**src/rtl/dma_pkg.sv**
```systemverilog
// dma_pkg: shared types and constants for the DMA read-response engine.
// Holds the FSM state type, the per-beat FIFO payload, the byte-mask helpers
// and the 4 KiB boundary constant.
package dma_pkg;

   typedef enum logic [1:0] {
      ST_IDLE = 2'd0,
      ST_ACK  = 2'd1,
      ST_DATA = 2'd2
   } dma_state_e;

   // One response beat as it travels through the response FIFO.
   typedef struct packed {
      logic [31:0] data;
      logic [3:0]  be;
      logic        last;
   } dma_beat_t;

   localparam logic [3:0] BE_ALL = 4'hF;

   // Address bit where a 4 KiB page starts; requests may not cross it when
   // the bound check is built in.
   localparam int unsigned BOUND_LSB = 12;

   // Bytes at or above the start offset are valid in the first beat.
   function automatic logic [3:0] be_first(input logic [1:0] off);
      return BE_ALL << off;
   endfunction

   // Bytes at or below the end offset are valid in the last beat.
   function automatic logic [3:0] be_last(input logic [1:0] off);
      return BE_ALL >> (2'd3 - off);
   endfunction

endpackage

```
**src/rtl/dma_rd_resp_if.sv**
```systemverilog
// dma_rd_resp_if: request and response-data channels of the DMA read engine.
// The err signal only exists when DMA_RD_RESP_BOUND_CHK_EN is defined.
interface dma_rd_resp_if;

   logic        req;
   logic [31:0] addr;
   logic [15:0] len;
   logic        ack;
   logic        dvld;
   logic        d_last;
   logic [31:0] data;
   logic [3:0]  be;
   logic        dack;
`ifdef DMA_RD_RESP_BOUND_CHK_EN
   logic        err;

   modport master (output req, addr, len, dack,
                   input  ack, err, dvld, d_last, data, be);
   modport slave  (input  req, addr, len, dack,
                   output ack, err, dvld, d_last, data, be);
`else
   modport master (output req, addr, len, dack,
                   input  ack, dvld, d_last, data, be);
   modport slave  (input  req, addr, len, dack,
                   output ack, dvld, d_last, data, be);
`endif

endinterface

```
**src/rtl/dma_rsp_fifo.sv**
```systemverilog
// dma_rsp_fifo: 2-entry response FIFO (data + byte mask + last flag).
// The head entry is presented combinationally; the writer guarantees it
// never pushes into a full FIFO.
module dma_rsp_fifo
   import dma_pkg::*;
(
   input  logic       clk,
   input  logic       rst_n,
   input  logic       wr_en,
   input  dma_beat_t  wr_beat,
   input  logic       rd_en,
   output dma_beat_t  rd_beat,
   output logic       not_empty,
   output logic [1:0] count
);

   dma_beat_t  slot [2];
   logic       wr_ptr;
   logic       rd_ptr;
   logic [1:0] cnt;
   logic       do_rd;

   assign do_rd     = rd_en && (cnt != 2'd0);
   assign not_empty = (cnt != 2'd0);
   assign count     = cnt;
   assign rd_beat   = slot[rd_ptr];

   // Storage, pointers and occupancy.
   always_ff @(posedge clk or negedge rst_n) begin
      if (!rst_n) begin
         // NOTE: the two slots are reset because they drive data/be directly,
         // which must read zero during reset; a deeper RAM would not be reset.
         slot[0] <= '0;
         slot[1] <= '0;
         wr_ptr  <= 1'b0;
         rd_ptr  <= 1'b0;
         cnt     <= 2'd0;
      end else begin
         // NOTE: non-blocking assignments keep every register sampling the
         // pre-edge values, so slot write and pointer update cannot race.
         if (wr_en) begin
            slot[wr_ptr] <= wr_beat;
            wr_ptr       <= ~wr_ptr;
         end
         if (do_rd) begin
            rd_ptr <= ~rd_ptr;
         end
         cnt <= cnt + {1'b0, wr_en} - {1'b0, do_rd};
      end
   end

endmodule

```
**src/rtl/dma_rd_resp.sv**
```systemverilog
// dma_rd_resp: DMA read-response engine. Accepts a byte-addressed read
// request, reads the backing memory word by word and returns beats with
// byte-valid masks through a 2-entry FIFO under dvld/dack flow control.
// Build option: DMA_RD_RESP_BOUND_CHK_EN adds bus.err and rejects requests
// that cross a 4 KiB boundary.
module dma_rd_resp
   import dma_pkg::*;
#(
   parameter int MEM_AW = 14
) (
   input  logic              clk,
   input  logic              rst_n,
   dma_rd_resp_if.slave      bus,
   output logic              mem_rd,
   output logic [MEM_AW-1:0] mem_addr,
   input  logic [31:0]       mem_rdata
);

   dma_state_e  state;
   logic [16:0] rd_left;
   logic        first_rd;
   logic [1:0]  first_off;
   logic [1:0]  last_off;
   logic [1:0]  end_off;
   logic [16:0] beats_in;
   logic        bound_err;
   logic        pend;
   logic [3:0]  pend_be;
   logic        pend_last;
   logic [3:0]  issue_be;
   logic        issue_last;
   dma_beat_t   wr_beat;
   dma_beat_t   head;
   logic        fifo_ne;
   logic [1:0]  fifo_cnt;
   logic        pop;
   logic [2:0]  credit_used;

   // Request decode: end-byte offset and beat count from the live inputs.
   assign end_off  = bus.addr[1:0] + bus.len[1:0] - 2'd1;
   assign beats_in = ({15'd0, bus.addr[1:0]} + {1'b0, bus.len} + 17'd3) >> 2;

`ifdef DMA_RD_RESP_BOUND_CHK_EN
   logic [31:0] end_addr;

   assign end_addr  = bus.addr + {16'd0, bus.len} - 32'd1;
   assign bound_err = |((bus.addr ^ end_addr) >> BOUND_LSB);

   // err accompanies the ack pulse of a rejected request and is 0 otherwise.
   always_ff @(posedge clk or negedge rst_n) begin
      if (!rst_n) begin
         bus.err <= 1'b0;
      end else begin
         bus.err <= (state == ST_IDLE) && bus.req && bound_err;
      end
   end
`else
   assign bound_err = 1'b0;
`endif

   // A beat leaves when the FIFO has one and the requester takes it.
   assign pop = fifo_ne && bus.dack;

   // Slots committed after this edge: FIFO entries left after the pop plus
   // the read whose data is returning now. mem_rd is combinational so the
   // pop of this cycle frees a slot immediately; that is what sustains one
   // beat per cycle with only two slots.
   assign credit_used = {1'b0, fifo_cnt} + {2'b00, pend} - {2'b00, pop};
   assign mem_rd      = (state != ST_IDLE) && (rd_left != 17'd0) &&
                        (credit_used < 3'd2);

   // Byte mask and last flag of the read being issued this cycle.
   assign issue_last = (rd_left == 17'd1);
   assign issue_be   = (first_rd   ? be_first(first_off) : BE_ALL) &
                       (issue_last ? be_last(last_off)   : BE_ALL);

   // Request FSM with registered ack and read-address bookkeeping.
   always_ff @(posedge clk or negedge rst_n) begin
      if (!rst_n) begin
         state     <= ST_IDLE;
         bus.ack   <= 1'b0;
         rd_left   <= 17'd0;
         first_rd  <= 1'b0;
         first_off <= 2'd0;
         last_off  <= 2'd0;
         mem_addr  <= '0;
      end else begin
         bus.ack <= 1'b0;
         if (mem_rd) begin
            rd_left  <= rd_left - 17'd1;
            first_rd <= 1'b0;
            mem_addr <= mem_addr + MEM_AW'(1);
         end
         case (state)
            ST_IDLE: begin
               if (bus.req) begin
                  state     <= ST_ACK;
                  bus.ack   <= 1'b1;
                  rd_left   <= (bound_err || bus.len == 16'd0) ? 17'd0 : beats_in;
                  first_rd  <= 1'b1;
                  first_off <= bus.addr[1:0];
                  last_off  <= end_off;
                  mem_addr  <= bus.addr[MEM_AW+1:2];
               end
            end
            ST_ACK: begin
               state <= (rd_left == 17'd0) ? ST_IDLE : ST_DATA;
            end
            ST_DATA: begin
               if (pop && head.last) begin
                  state <= ST_IDLE;
               end
            end
            default: state <= ST_IDLE;
         endcase
      end
   end

   // Mask/last of the read in flight, paired with mem_rdata one cycle later.
   always_ff @(posedge clk or negedge rst_n) begin
      if (!rst_n) begin
         pend      <= 1'b0;
         pend_be   <= 4'd0;
         pend_last <= 1'b0;
      end else begin
         pend <= mem_rd;
         if (mem_rd) begin
            pend_be   <= issue_be;
            pend_last <= issue_last;
         end
      end
   end

   assign wr_beat = '{data: mem_rdata, be: pend_be, last: pend_last};

   dma_rsp_fifo u_fifo (
      .clk       (clk),
      .rst_n     (rst_n),
      .wr_en     (pend),
      .wr_beat   (wr_beat),
      .rd_en     (pop),
      .rd_beat   (head),
      .not_empty (fifo_ne),
      .count     (fifo_cnt)
   );

   assign bus.dvld   = fifo_ne;
   assign bus.data   = head.data;
   assign bus.be     = head.be;
   assign bus.d_last = fifo_ne && head.last;

endmodule

```
**src/flat_wrapper.sv**
```systemverilog
// flat-port wrapper written by rule: the top's interface ports become plain ports
module dma_rd_resp_flat import dma_pkg::*;
#(
   parameter int MEM_AW = 14
)
  (clk, rst_n, mem_rd, mem_addr, mem_rdata, bus_req, bus_addr, bus_len, bus_dack, bus_ack, bus_dvld, bus_d_last, bus_data, bus_be);
  dma_rd_resp_if bus_i ();
  input  logic clk;
  input  logic rst_n;
  output logic mem_rd;
  output logic [MEM_AW-1:0] mem_addr;
  input  logic [31:0] mem_rdata;
  input wire logic [$bits(bus_i.req)-1:0] bus_req;
  input wire logic [$bits(bus_i.addr)-1:0] bus_addr;
  input wire logic [$bits(bus_i.len)-1:0] bus_len;
  input wire logic [$bits(bus_i.dack)-1:0] bus_dack;
  output wire logic [$bits(bus_i.ack)-1:0] bus_ack;
  output wire logic [$bits(bus_i.dvld)-1:0] bus_dvld;
  output wire logic [$bits(bus_i.d_last)-1:0] bus_d_last;
  output wire logic [$bits(bus_i.data)-1:0] bus_data;
  output wire logic [$bits(bus_i.be)-1:0] bus_be;
  assign bus_i.req = bus_req;
  assign bus_i.addr = bus_addr;
  assign bus_i.len = bus_len;
  assign bus_i.dack = bus_dack;
  assign bus_ack = bus_i.ack;
  assign bus_dvld = bus_i.dvld;
  assign bus_d_last = bus_i.d_last;
  assign bus_data = bus_i.data;
  assign bus_be = bus_i.be;
  dma_rd_resp #(.MEM_AW(MEM_AW)) u_core (.clk(clk), .rst_n(rst_n), .bus(bus_i), .mem_rd(mem_rd), .mem_addr(mem_addr), .mem_rdata(mem_rdata));
endmodule
```
**config.mk**
```make
export PLATFORM = sky130hd
export DESIGN_NAME = dma_rd_resp_flat
export DESIGN_NICKNAME = d
export VERILOG_FILES = /design/src/rtl/dma_pkg.sv /design/src/rtl/dma_rd_resp_if.sv /design/src/rtl/dma_rsp_fifo.sv /design/src/rtl/dma_rd_resp.sv /design/src/flat_wrapper.sv
export SDC_FILE = /design/constraint.sdc
export NUM_CORES = 1
export LEC_CHECK = 0
export ABC_CLOCK_PERIOD_IN_PS = 8700
export CAP_MARGIN = 20
export CORE_ASPECT_RATIO = 0.5
export CORE_MARGIN = 5
export CORE_UTILIZATION = 55
export CTS_BUF_LIST = sky130_fd_sc_hd__clkbuf_2 sky130_fd_sc_hd__clkbuf_4 sky130_fd_sc_hd__clkbuf_8
export DETAILED_ROUTE_END_ITERATION = 10
export PLACE_DENSITY = 0.86
export SYNTH_ARGS = -nofsm -noshare
export SYNTH_HDL_FRONTEND = slang
export SYNTH_SLANG_ARGS = --single-unit
```
**constraint.sdc**
```tcl
create_clock -name clk -period 8.7 [get_ports clk]
set_input_delay 1.74 -clock clk [delete_from_list [all_inputs] [get_ports clk]]
set_output_delay 1.74 -clock clk [all_outputs]
set_load 0.02 [all_outputs]
```
# Yosys cells after proc, flatten, opt, wreduce, memory -nomap -nowiden
# Cells that the tools add are included.
# classes
bitwise	5
n_reduce_logical	15
muxes	24
shifts	2
n_addsub	11
magnitude_cmp	4
n_eq_ne	5
# op_table
operator	n
37-bit 2-to-1 mux	4
74-bit bitwise mux	1
17-bit 2-to-1 mux	3
14-bit 2-to-1 mux	3
37-bit demux with 1-bit select	1
17-bit by 2-bit adder with 17-bit output, second input constant	1
2-bit by 16-bit adder with 17-bit output	1
17-bit by 1-bit == test with 1-bit output, second input constant	1
17-bit zero test	1
17-bit nonzero test	1
17-bit by 1-bit subtractor with 17-bit output, second input constant	1
16-bit zero test	1
15-bit 2-to-1 mux	1
14-bit by 1-bit adder with 14-bit output, second input constant	1
4-bit 2-to-1 mux	2
1-bit logical AND	7
2-bit 2-to-1 mux	3
2-bit case mux with 3 select lines	1
1-bit 2-to-1 mux	5
4-bit bitwise AND	1
2-bit >= comparator, second input constant	2
1-bit NOT with 2-bit output	2
2-bit AND reduction	2
2-bit nonzero test	2
17 further kinds	18
# totals
regBits	123
wordCells	85
inputBits	84

# Logic depth before layout (Yosys ltp)
# depth
word_depth	8
depth_mapped	15
mapped_depth_nobuf	15

# Hierarchy
# A second synthesis with hierarchy kept.
# unflattened
cells_unflattened	516
hier_area_um2	6304.8
# modules_own_cells
module	instances	cells_each	seq_area_each_um2	area_each_um2
dma_rsp_fifo	1	212	1951.9	3540.9
dma_rd_resp	1	304	1126.1	2763.9

# Worst setup path before layout
# No wires, ideal clock.
# synth_path
path_kind	in2out
from	input port bus_dack
to	output port mem_rd
arrival_time_ns	3.546
path_stages	11
slack_ns	3.414
required_ns	6.960
cell_sequence	nand2_1 -> inv_1 -> ha_1 -> inv_1 -> ha_1 -> inv_1 -> fa_1 -> o21a_1 -> nand2_1 -> a21o_4 -> inv_4
# synth_via
elab_chain_cells	4
# synth_rtl
element	line_no	source
start, declared	flat_wrapper.sv:16	input wire logic [$bits(bus_i.dack)-1:0] bus_dack;
1-bit logical AND	dma_rd_resp.sv:62	assign pop = fifo_ne && bus.dack;
3-bit by 1-bit subtractor with 3-bit output	dma_rd_resp.sv:68	assign credit_used = {1'b0, fifo_cnt} + {2'b00, pend} - {2'b00, pop};
3-bit by 2-bit less-than comparator with 1-bit output	dma_rd_resp.sv:70	(credit_used < 3'd2);
1-bit logical AND	dma_rd_resp.sv:69	assign mem_rd = (state != ST_IDLE) && (rd_left != 17'd0) &&
end, declared	flat_wrapper.sv:10	output logic mem_rd;
# Every way passes these cells.

# Worst setup path after layout
# Ends and elaborated chain as after synthesis.

==> impl_metrics.ini <==
[outcome]
status = complete, no violations

[timing]
fin_crit_ns = 6.59
finalCritPeriodShare_pct = 75.7
max_slew.worst_pin.slew_ns = 0.960
hold_viol_final = 0
tns_ns = 0
setup_viol = 0
drv_slew = 0
whs_ns = 0.499
fin_worst_skew_ns = 0.00920
fmax_ghz = 0.152
rsz0062_at_grt = no
maxSlewHeadroom_pct = 36.0

[floorplanning]
die_y_um = 84.9
ios = 138
coreArea_mm2 = 0.0110
die_w_um = 160
initial_core_util_pct = 56.2
rows = 27
dieArea_mm2 = 0.0136

[routing]
dr_total_vias = 4472
drc = 0
wl_per_cell_um = 16.7
vias_per_cell = 5.51
detail-route-antenna-nets = 0
drt_first_pass_iters = 4
first_iter_violations = 237
drt_wl_total_mm = 13.6

[power_and_ir_drop]
p_sw_share_pct = 29.1
ir_worst_vdd_uv = 150
p_clk_share_pct = 36.3
p_sw_mw = 0.470
combPwrFrac_pct = 25.8
p_leak_nw = 3.53
seqPwrFrac_pct = 37.8
p_int_mw = 1.15
power_density_mw_per_mm2 = 202

[synthesis]
synth_ff_type = dfrtp_1
avgSynthCellArea_um2 = 11.7
synthTopCellsByArea = dfrtp_1 50%, mux2_2 20%, xnor2_1 3.3%, nand2_1 2.4%, a21oi_1 2.0%
syn_inst = 528
synthDistinctLibCells = 55
syn-num-nets = 624
synth_area_mm2 = 0.00617
ys_ff_latch = 123
synth_warnings = 0
ys_seq_area_share_pct = 49.9
synth_top_area_share_pct = 49.9
synthArstFlopShare_pct = 100
yosysTopAreaCell = dfrtp_1
synth-edff-count = 0

[final_layout]
syn2layout_area_growth_pct = 29.5
mostFrequentLayoutCell = dfrtp_1
drive_gt1_share_pct = 24.8
fill_cells = 750
mostFrequentLayoutCells = 123 x dfrtp_1, 120 x clkdlybuf4s50_1, 110 x mux2_2
antenna_cells = 0
multiInputGateArea_mm2 = 0.00291
seq_area_mm2 = 0.00308
finish.net_count = 749

[clock_tree]
htreeDepth = 4
clockBufferDepth = 2
cts_buffers = 17
clk_pin_slew_ns = 0.07
cts_repair_resize_count = 0
hold_buffers = 0
clock-sinks = 123
cts_tree = done
post_cts_buffers = 0
clockRootBuffer = clkbuf_8
clock_latency_ns = 0.43

[worst_setup_path]
startpoint_type = input pin
cp_max_fo = 14
cp_data_required_time_ns = 6.96
cp.arrival_ns = 4.85
setup.worst_path.class = in2out
endpoint_kind = output port

[placed_design]
dpl.hpwl_mm = 9.46
io_buffers = 121
gp_congestion = 0.858

[grt]
grt_first_pass_wirelength_mm = 22.8
first_global_vias = 4725
overflow = 0
antenna_found_initial = 0
grt_max_degree = 78
grt.total_usage_pct = 20.7

[flow_run]
cap_violations = 0

[worst_hold_path]
min-delay-path-class = reg2reg
## flip-flops by register name, summed over array words and instances, names as in the netlist, 2 cells and up
register	cells
u_core.first_off	2
u_core.last_off	2
u_core.mem_addr	14
u_core.pend_be	4
u_core.rd_left	17
u_core.state	2
u_core.u_fifo.count	2
u_core.u_fifo.slot	74
## per-stage QoR
stage          cells  util (%)  power [mW]  worst slack [ns]  area, µm²
2_1_floorplan    528         -       0.864              3.41       6170
3_3_place_gp     778      68.4        1.03              2.15       7510
3_5_place_dp     778      68.4        1.04              2.12       7510
4_1_cts          810      72.6        1.63              2.10       7980
5_1_grt          811      72.8        1.69              1.94       8000
6_report         811      72.8        1.62              2.11       8000
## power by group through the flow
stage                     registers, mW  logic [mW]  clock network, mW
final                             0.611       0.417              0.587
after global placement            0.621       0.412                  0
after global routing              0.615       0.449              0.628
after floorplan                   0.607       0.257                  0
after CTS                         0.612       0.421              0.598
after detailed placement          0.623       0.418                  0
## routing by layer
layer | track usage (%) | wire [µm] | vias to the layer above
met2 | 36.0 | 6820 | 108
met1 | 26.0 | 5910 | 2194
met4 | 6.71 | 212 | 0
li1 | - | - | 2153
met3 | 4.80 | 616 | 17
met5 | 0 | 0 | -
## worst max-delay path, stage by stage
cell and delay [ns]:
clkdlybuf4s50_1 0.42, nand2_1 0.13, inv_1 0.06, ha_1 0.29
inv_1 0.06, ha_1 0.13, inv_1 0.04, fa_1 0.49
o21a_1 0.31, nand2_1 0.17, a21o_4 0.27, inv_4 0.12
clkdlybuf4s50_1 0.61
## worst paths after layout
path / from / to / slack, ns / cells past startpoint
setup / recovery: bus_dack / mem_rd / 2.11 / 13
hold reg to reg: u_core.state[0]$_DFFE_PN0P_ / u_core.state[1]$_DFFE_PN0P_ / 0.50 / 1
max in group asynchronous: rst_n / u_core.rd_left[1]$_DFF_PN0_ / 6.01 / 2
setup reg to reg: u_core.u_fifo.count[1]$_DFF_PN0_ / u_core.rd_left[4]$_DFF_PN0_ / 5.19 / 14
hold / removal: u_core.state[0]$_DFFE_PN0P_ / u_core.state[1]$_DFFE_PN0P_ / 0.50 / 1
min in group asynchronous: rst_n / u_core.u_fifo.slot[6]$_DFFE_PN0P_ / 1.30 / 1
## cell type report
| type | instances | share of cell area, % |
|---|---|---|
| tap | 145 | 2.27 |
| multi-input combinational | 361 | 36.4 |
| clock buffer | 18 | 3.10 |
| clock inverter | 14 | 2.72 |
| sequential | 123 | 38.5 |
| inverter | 22 | 1.06 |
| timing repair buffer | 128 | 15.9 |
## Yosys cell counts, drive strengths merged, types with 6 or more instances
cell type	count
o21ai	14
clkbuf	15
nand4	10
nand2	40
nor2	27
nor4	9
a21oi	25
a211oi	9
dfrtp	123
xnor2	24
buf	7
o211ai	6
mux2	110
xor2	9
or4	6
ha	10
inv	22
nand3	17
## kinds of logic after synthesis
| group | after synthesis | synth area share (%) |
|---|---|---|
| mux | 112 | 20.4 |
| buf+inv | 44 | 3.10 |
| flops | 123 | 49.9 |
| fa+ha+maj | 12 | 2.68 |
| simple gates | 130 | 11.0 |
| xor+xnor | 33 | 4.99 |
| compound gates | 74 | 7.99 |
Power figures use the tool's default switching activity.
